<file path="src/rtl/char_plot_pkg.sv">
// Shared constants, state encoding and glyph bit addressing for the character plotter.
package char_plot_pkg;

  localparam int GLYPH_W    = 8;
  localparam int GLYPH_H    = 16;
  localparam int GLYPH_BITS = 128;

  localparam logic [6:0] CODE_FIRST_PRINT = 7'h20;
  localparam logic [6:0] CODE_DEL         = 7'h7F;

  typedef enum logic [1:0] {
    ST_IDLE,
    ST_LOAD,
    ST_SCAN,
    ST_DONE
  } plot_state_t;

  // Row 0 sits in the top byte, MSB of each byte is the leftmost column.
  function automatic logic [6:0] glyph_bit_idx(input logic [3:0] r, input logic [2:0] c);
    return 7'(GLYPH_BITS - 1 - GLYPH_W * int'(r) - int'(c));
  endfunction

endpackage

</file>
<file path="src/rtl/char_plotter.sv">
// Character plotter: fetches one 8x16 glyph and emits an (x,y) pixel request per lit dot.
// Optional integer scaling (1x..4x) via the char_size port when CHAR_PLOT_SCALE_EN is defined.
module char_plotter
  import char_plot_pkg::*;
#(
  parameter int X_W = 11,
  parameter int Y_W = 11
) (
  input  logic                  clk,
  input  logic                  rst,
  input  logic                  char_valid,
  output logic                  char_ready,
  input  logic [6:0]            char_code,
  input  logic [X_W-1:0]        org_x,
  input  logic [Y_W-1:0]        org_y,
`ifdef CHAR_PLOT_SCALE_EN
  input  logic [1:0]            char_size,
`endif
  output logic [6:0]            rom_addr,
  input  logic [GLYPH_BITS-1:0] rom_data,
  output logic                  pix_valid,
  input  logic                  pix_ready,
  output logic [X_W-1:0]        pix_x,
  output logic [Y_W-1:0]        pix_y,
  output logic                  busy,
  output logic                  done
);

  plot_state_t           r_state;
  logic [6:0]            r_rom_addr;
  logic [6:0]            r_cell;
  logic [GLYPH_BITS-1:0] r_glyph;
  logic [X_W-1:0]        r_org_x;
  logic [Y_W-1:0]        r_org_y;
  logic [X_W-1:0]        r_pix_x;
  logic [Y_W-1:0]        r_pix_y;
  logic                  r_pix_valid;
  logic                  r_done;
  logic                  r_char_ready;
  logic                  r_busy;

  logic [3:0]     w_row;
  logic [2:0]     w_col;
  logic           w_lit;
  logic           w_last_cell;
  logic           w_printable;
  logic           w_sub_last;
  logic           w_advance;
  logic [X_W-1:0] w_cell_x;
  logic [Y_W-1:0] w_cell_y;
  logic [X_W-1:0] w_next_x;
  logic [Y_W-1:0] w_next_y;

  // The cell counter is row-major: upper bits select the row, lower bits the column.
  assign w_row       = r_cell[6:3];
  assign w_col       = r_cell[2:0];
  assign w_lit       = r_glyph[glyph_bit_idx(w_row, w_col)];
  assign w_last_cell = (r_cell == 7'(GLYPH_BITS - 1));
  assign w_printable = (r_rom_addr >= CODE_FIRST_PRINT) && (r_rom_addr != CODE_DEL);

`ifdef CHAR_PLOT_SCALE_EN
  logic [1:0] r_scale;
  logic [1:0] r_sx;
  logic [1:0] r_sy;
  logic [1:0] w_sx_next;
  logic [1:0] w_sy_next;
  logic [2:0] w_s;
  logic [4:0] w_col_off;
  logic [5:0] w_row_off;

  assign w_s        = {1'b0, r_scale} + 3'd1;
  assign w_col_off  = {2'b00, w_col} * {2'b00, w_s};
  assign w_row_off  = {2'b00, w_row} * {3'b000, w_s};
  assign w_cell_x   = r_org_x + X_W'(w_col_off);
  assign w_cell_y   = r_org_y + Y_W'(w_row_off);
  // Sub-pixels walk sx fastest, then sy, covering an s x s block per dot.
  assign w_sub_last = (r_sx == r_scale) && (r_sy == r_scale);
  assign w_sx_next  = (r_sx == r_scale) ? 2'd0 : r_sx + 2'd1;
  assign w_sy_next  = (r_sx == r_scale) ? r_sy + 2'd1 : r_sy;
  assign w_next_x   = w_cell_x + X_W'(w_sx_next);
  assign w_next_y   = w_cell_y + Y_W'(w_sy_next);
`else
  assign w_cell_x   = r_org_x + X_W'(w_col);
  assign w_cell_y   = r_org_y + Y_W'(w_row);
  assign w_sub_last = 1'b1;
  assign w_next_x   = w_cell_x;
  assign w_next_y   = w_cell_y;
`endif

  // A cell is finished when it is unlit, or when its last sub-pixel is handed off.
  assign w_advance = (r_state == ST_SCAN) &&
                     (r_pix_valid ? (pix_ready && w_sub_last) : !w_lit);

  always_ff @(posedge clk) begin
    if (rst) begin
      r_state      <= ST_IDLE;
      r_rom_addr   <= '0;
      r_cell       <= '0;
      r_glyph      <= '0;
      r_org_x      <= '0;
      r_org_y      <= '0;
      r_pix_x      <= '0;
      r_pix_y      <= '0;
      r_pix_valid  <= 1'b0;
      r_done       <= 1'b0;
      r_char_ready <= 1'b1;
      r_busy       <= 1'b0;
`ifdef CHAR_PLOT_SCALE_EN
      r_scale      <= '0;
      r_sx         <= '0;
      r_sy         <= '0;
`endif
    end else begin
      r_done <= 1'b0;
      case (r_state)
        ST_IDLE: begin
          if (char_valid) begin
            r_rom_addr   <= char_code;
            r_org_x      <= org_x;
            r_org_y      <= org_y;
`ifdef CHAR_PLOT_SCALE_EN
            r_scale      <= char_size;
`endif
            r_char_ready <= 1'b0;
            r_busy       <= 1'b1;
            r_state      <= ST_LOAD;
          end
        end
        ST_LOAD: begin
          r_glyph <= rom_data;
          r_cell  <= '0;
          if (w_printable) begin
            r_state <= ST_SCAN;
          end else begin
            r_done  <= 1'b1;
            r_state <= ST_DONE;
          end
        end
        ST_SCAN: begin
          if (w_advance) begin
            r_pix_valid <= 1'b0;
            if (w_last_cell) begin
              r_done  <= 1'b1;
              r_state <= ST_DONE;
            end else begin
              r_cell <= r_cell + 7'd1;
            end
          end else if (r_pix_valid) begin
            // Stalled pixels hold; an accepted non-final sub-pixel steps to the next one.
            if (pix_ready) begin
              r_pix_x <= w_next_x;
              r_pix_y <= w_next_y;
`ifdef CHAR_PLOT_SCALE_EN
              r_sx    <= w_sx_next;
              r_sy    <= w_sy_next;
`endif
            end
          end else begin
            r_pix_valid <= 1'b1;
            r_pix_x     <= w_cell_x;
            r_pix_y     <= w_cell_y;
`ifdef CHAR_PLOT_SCALE_EN
            r_sx        <= 2'd0;
            r_sy        <= 2'd0;
`endif
          end
        end
        ST_DONE: begin
          r_busy       <= 1'b0;
          r_char_ready <= 1'b1;
          r_state      <= ST_IDLE;
        end
        default: begin
          r_state <= ST_IDLE;
        end
      endcase
    end
  end

  assign char_ready = r_char_ready;
  assign rom_addr   = r_rom_addr;
  assign pix_valid  = r_pix_valid;
  assign pix_x      = r_pix_x;
  assign pix_y      = r_pix_y;
  assign busy       = r_busy;
  assign done       = r_done;

endmodule

</file>
<file path="config.mk">
export PLATFORM = sky130hd
export DESIGN_NAME = char_plotter
export DESIGN_NICKNAME = d
export VERILOG_FILES = /design/src/rtl/char_plot_pkg.sv /design/src/rtl/char_plotter.sv
export SDC_FILE = /design/constraint.sdc
export NUM_CORES = 1
export LEC_CHECK = 0
export CORE_MARGIN = 4
export CORE_UTILIZATION = 51
export CTS_CLUSTER_SIZE = 30
export DETAILED_ROUTE_END_ITERATION = 8
export GPL_TIMING_DRIVEN = 0
export HOLD_SLACK_MARGIN = 0.02
export PLACE_DENSITY = 0.85
export REMOVE_ABC_BUFFERS = 1
export SYNTH_ARGS = -nofsm -noshare
export SYNTH_HDL_FRONTEND = slang
export SYNTH_SLANG_ARGS = --single-unit
</file>
<file path="constraint.sdc">
create_clock -name clk -period 3.05 [get_ports clk]
set_input_delay 0.61 -clock clk [delete_from_list [all_inputs] [get_ports clk]]
set_output_delay 0.61 -clock clk [all_outputs]
set_load 0.005 [all_outputs]
</file>
==> Implementation_results.wiki <==
{| class="wikitable"
! Metric !! Value
|-
| Outcome || completed
|-
| Count of nets after finishing || 1,240
|-
| Pleak || 4.14 nW
|-
| Fraction of registers with async set or reset after synthesis || 0%
|-
| CTS buffer count || 17
|-
| Die extent in x || 139 um
|-
| HPWL after detailed placement || 14.5 mm
|-
| Library cell occupying the most area in the post-synthesis netlist || dfxtp_1
|-
| Detailed-route DRC error count || 0
|-
| Transition time at the pin with the least slew margin || 1.10 ns
|-
| Via density || 5.47
|-
| Worst vdd rail ir drop || 0.423 mV
|-
| Synth Warn # || 0
|-
| Number of antenna-violating nets in the routed design || 0
|-
| Clock skew || 0.0106 ns
|-
| Share of the synthesized area in the top cell type || 43.8%
|-
| Routability-driven placement congestion ratio || 0.864
|-
| Setup WS pre-CTS || -0.582 ns
|-
| Final cell utilization of the core || 69.0%
|-
| Sum of overflow across all layers after global routing || 0
|-
| Wire length of the first global-routing pass || 35.4 mm
|-
| Port-buffer cells || 193
|-
| Filler cells || 1,312
|-
| Critical path startpoint category || flip-flop
|-
| Most frequently used cell type in the post-synthesis netlist || dfxtp_1
|-
| Post-synth EDFFs || 0
|-
| Vias in the first global route || 7,190
|-
| Share of the yosys chip area belonging to registers || 43.8%
|-
| Worst setup margin || 0.141 ns
|-
| Largest fanout of any net on the critical path || 13
|-
| Total Routing Usage GR || 22.4%
|-
| Critical path required time || 3.34 ns
|-
| Insertion delay to the later sink of the worst-skew pair || 0.44 ns
|-
| Antenna cell count || 0
|-
| Maximum buffer depth of the clock tree || 2
|-
| Endpoint type of the worst setup path || flip-flop
|-
| Routed vias || 7,097
|-
| Total of flip-flops plus latches after synthesis || 192
|-
| Worst min path class || flip-flop to flip-flop
|-
| Maximum frequency from static timing analysis || 344 MHz
|-
| Signed area change from the synthesized netlist to the final layout || 31.3%
|-
| I/O Pins || 194
|-
| Synth Flop Type || dfxtp_1
|-
| Fraction of final layout cells sized beyond drive strength 1 || 9.00%
|-
| TritonCTS Sinks || 192
|-
| Cell row count || 47
|-
| CTS Root Buffer Type || clkbuf_16
|-
| Commonest cells in the netlist || dfxtp_1 (192), nor2_1 (175), mux2i_1 (165)
|-
| Htree depth || 4
|-
| Sum of routed wire length over all layers || 21.8 mm
|-
| Iteration-0 DRC Markers || 347
|-
| Slew HR || 26.7%
|-
| Period Utilization, post-route || 95.4%
|-
| Maximum number of pins on one net before global-route repair || 123
|-
| DR WL/cell || 16.8 um
|-
| Start-to-end type of the worst setup path || flip-flop to flip-flop
|-
| Die outline area || 19,400 um^2
|-
| CTS tree || yes
|-
| Antenna violations before repair || 0
|-
| CORE AREA || 16,700 um^2
|-
| Power per cell area || 707 nW/um^2
|-
| Unique masters post-synth || 57
|-
| Clock transition at the register clock pins on the worst setup and hold paths after CTS || 0.07 ns
|-
| Die height || 139 um
|-
| Biggest area contributors in the synthesized netlist || dfxtp_1 (44%), mux2i_1 (19%), nor2_1 (7.5%), mux4_2 (5.1%), nand2_1 (3.6%)
|-
| Number of cells produced by synthesis || 902
|-
| Final-report hold violation count || 0
|-
| Max-cap check violation count || 0
|-
| Fin crit period || 2.91 ns
|-
| Storage cell area || 3860 um^2
|-
| Final TNS setup || 0 ns
|-
| Total area of multi-input combinational cells || 4580 um^2
|-
| WHS || 0.462 ns
|-
| Arrival time at the worst endpoint || 3.20 ns
|-
| Initial Util || 52.5%
|-
| Detailed-router iteration count before antenna repair || 5
|-
| Endpoints failing setup || 0
|-
| Pins Over Slew Limit || 0
|-
| Post-Synthesis Cell Area || 8770 um^2
|-
| RSZ-0062 raised after global routing || yes
|-
| Average footprint of a synthesized cell || 9.73 um^2
|}
per-stage QoR:
stage               power, mW  area, um^2  std cells
finish                   8.15       11500       1298
global placement         5.13       10700       1251
floorplan                4.85        8450        838
global route             8.61       11500       1298
detailed placement       5.96       10800       1256
CTS                      8.20       11500       1294
critical path, stage by stage, from the launching register on:
cell and delay, ns:
dfxtp_4 0.36, buf_12 0.17, mux4_2 0.52, a221o_1 0.35, a21oi_1 0.16, a2111oi_0 0.09, a41o_1 0.28, o41a_1 0.41
nor2_2 0.26, o311ai_0 0.16
cells by family (layout without fill, tap and decap cells):
kind of cell	count (synthesis)	in the layout	synth area share [%]
xor+xnor	18	18	1.80
compound gates	102	102	9.16
buf+inv	78	254	4.26
fa+ha+maj	14	14	2.17
mux	187	187	24.2
simple gates	311	311	14.6
flops	192	192	43.8
cell usage in the layout, fill, tap and decap left out, types with 7 or more instances in the layout:
cell             netlist  routed
xor2_1                 7       7
a211oi_2              16      16
clkbuf_16              0      17
nand3_1               17      17
buf_4                  3       7
nor2_1               175     174
mux4_2                20      20
inv_1                 13      13
xnor2_1               11      11
dfxtp_1              192     187
mux2i_1              165     165
nand2_1               85      85
a31oi_1                7       7
a21oi_1               36      36
clkdlybuf4s50_1        0     192
nor2b_1               11      11
ha_1                  12      11
final cells by class:
| cell class | count | share of cell area, % |
|---|---|---|
| Clock buffer | 17 | 3.69 |
| Clock inverter | 15 | 1.25 |
| Inverter | 14 | 0.456 |
| Multi-Input combinational cell | 632 | 39.8 |
| Sequential cell | 192 | 33.5 |
| Tap cell | 220 | 2.39 |
| Timing Repair Buffer | 208 | 19.0 |
timing repair:
item / 4_1_cts / 5_1_grt
gates cloned: 1 / 0
pin swaps: 1 / 1
setup buffers: 5 / 4
hold buffers: 0 / 0
resized for setup: 4 / 4
setup endpoints to repair: 32 / 30
final timing paths:
path,slack (ns),end,depth (start not counted),start
worst max-delay path,0.14,r_cell[2]$_SDFFE_PP0P_,9,r_cell[0]$_SDFFE_PP0P_
worst min-delay path,0.46,r_org_x[0]$_SDFFE_PP0P_,2,r_org_x[0]$_SDFFE_PP0P_
worst min register to register,0.46,r_org_x[0]$_SDFFE_PP0P_,2,r_org_x[0]$_SDFFE_PP0P_
worst max register to register,0.14,r_cell[2]$_SDFFE_PP0P_,9,r_cell[0]$_SDFFE_PP0P_
where the power goes:
group	switching [mW]	internal, mW
Combinational	1.34	1.39
Clock	1.07	1.09
Sequential	0.272	2.98
Total	2.69	5.46
sequential cells by signal, indices dropped and copies added, names as in the netlist:
signal      flops
r_cell          7
r_org_x        11
r_org_y        11
busy            1
rom_addr        7
done            1
r_state         2
char_ready      1
pix_y          11
pix_valid       1
r_glyph       128
pix_x          11
routing by layer:
layer / global-route usage [%] / share of wire, % / wire length [um]
met2: 37.9 / 48 / 10600
met3: 6.17 / 6.5 / 1430
met4: 8.19 / 2.3 / 492
met1: 27.4 / 43 / 9320
met5: 0 / 0 / 0
No activity file was read; power rests on OpenSTA's default activity.
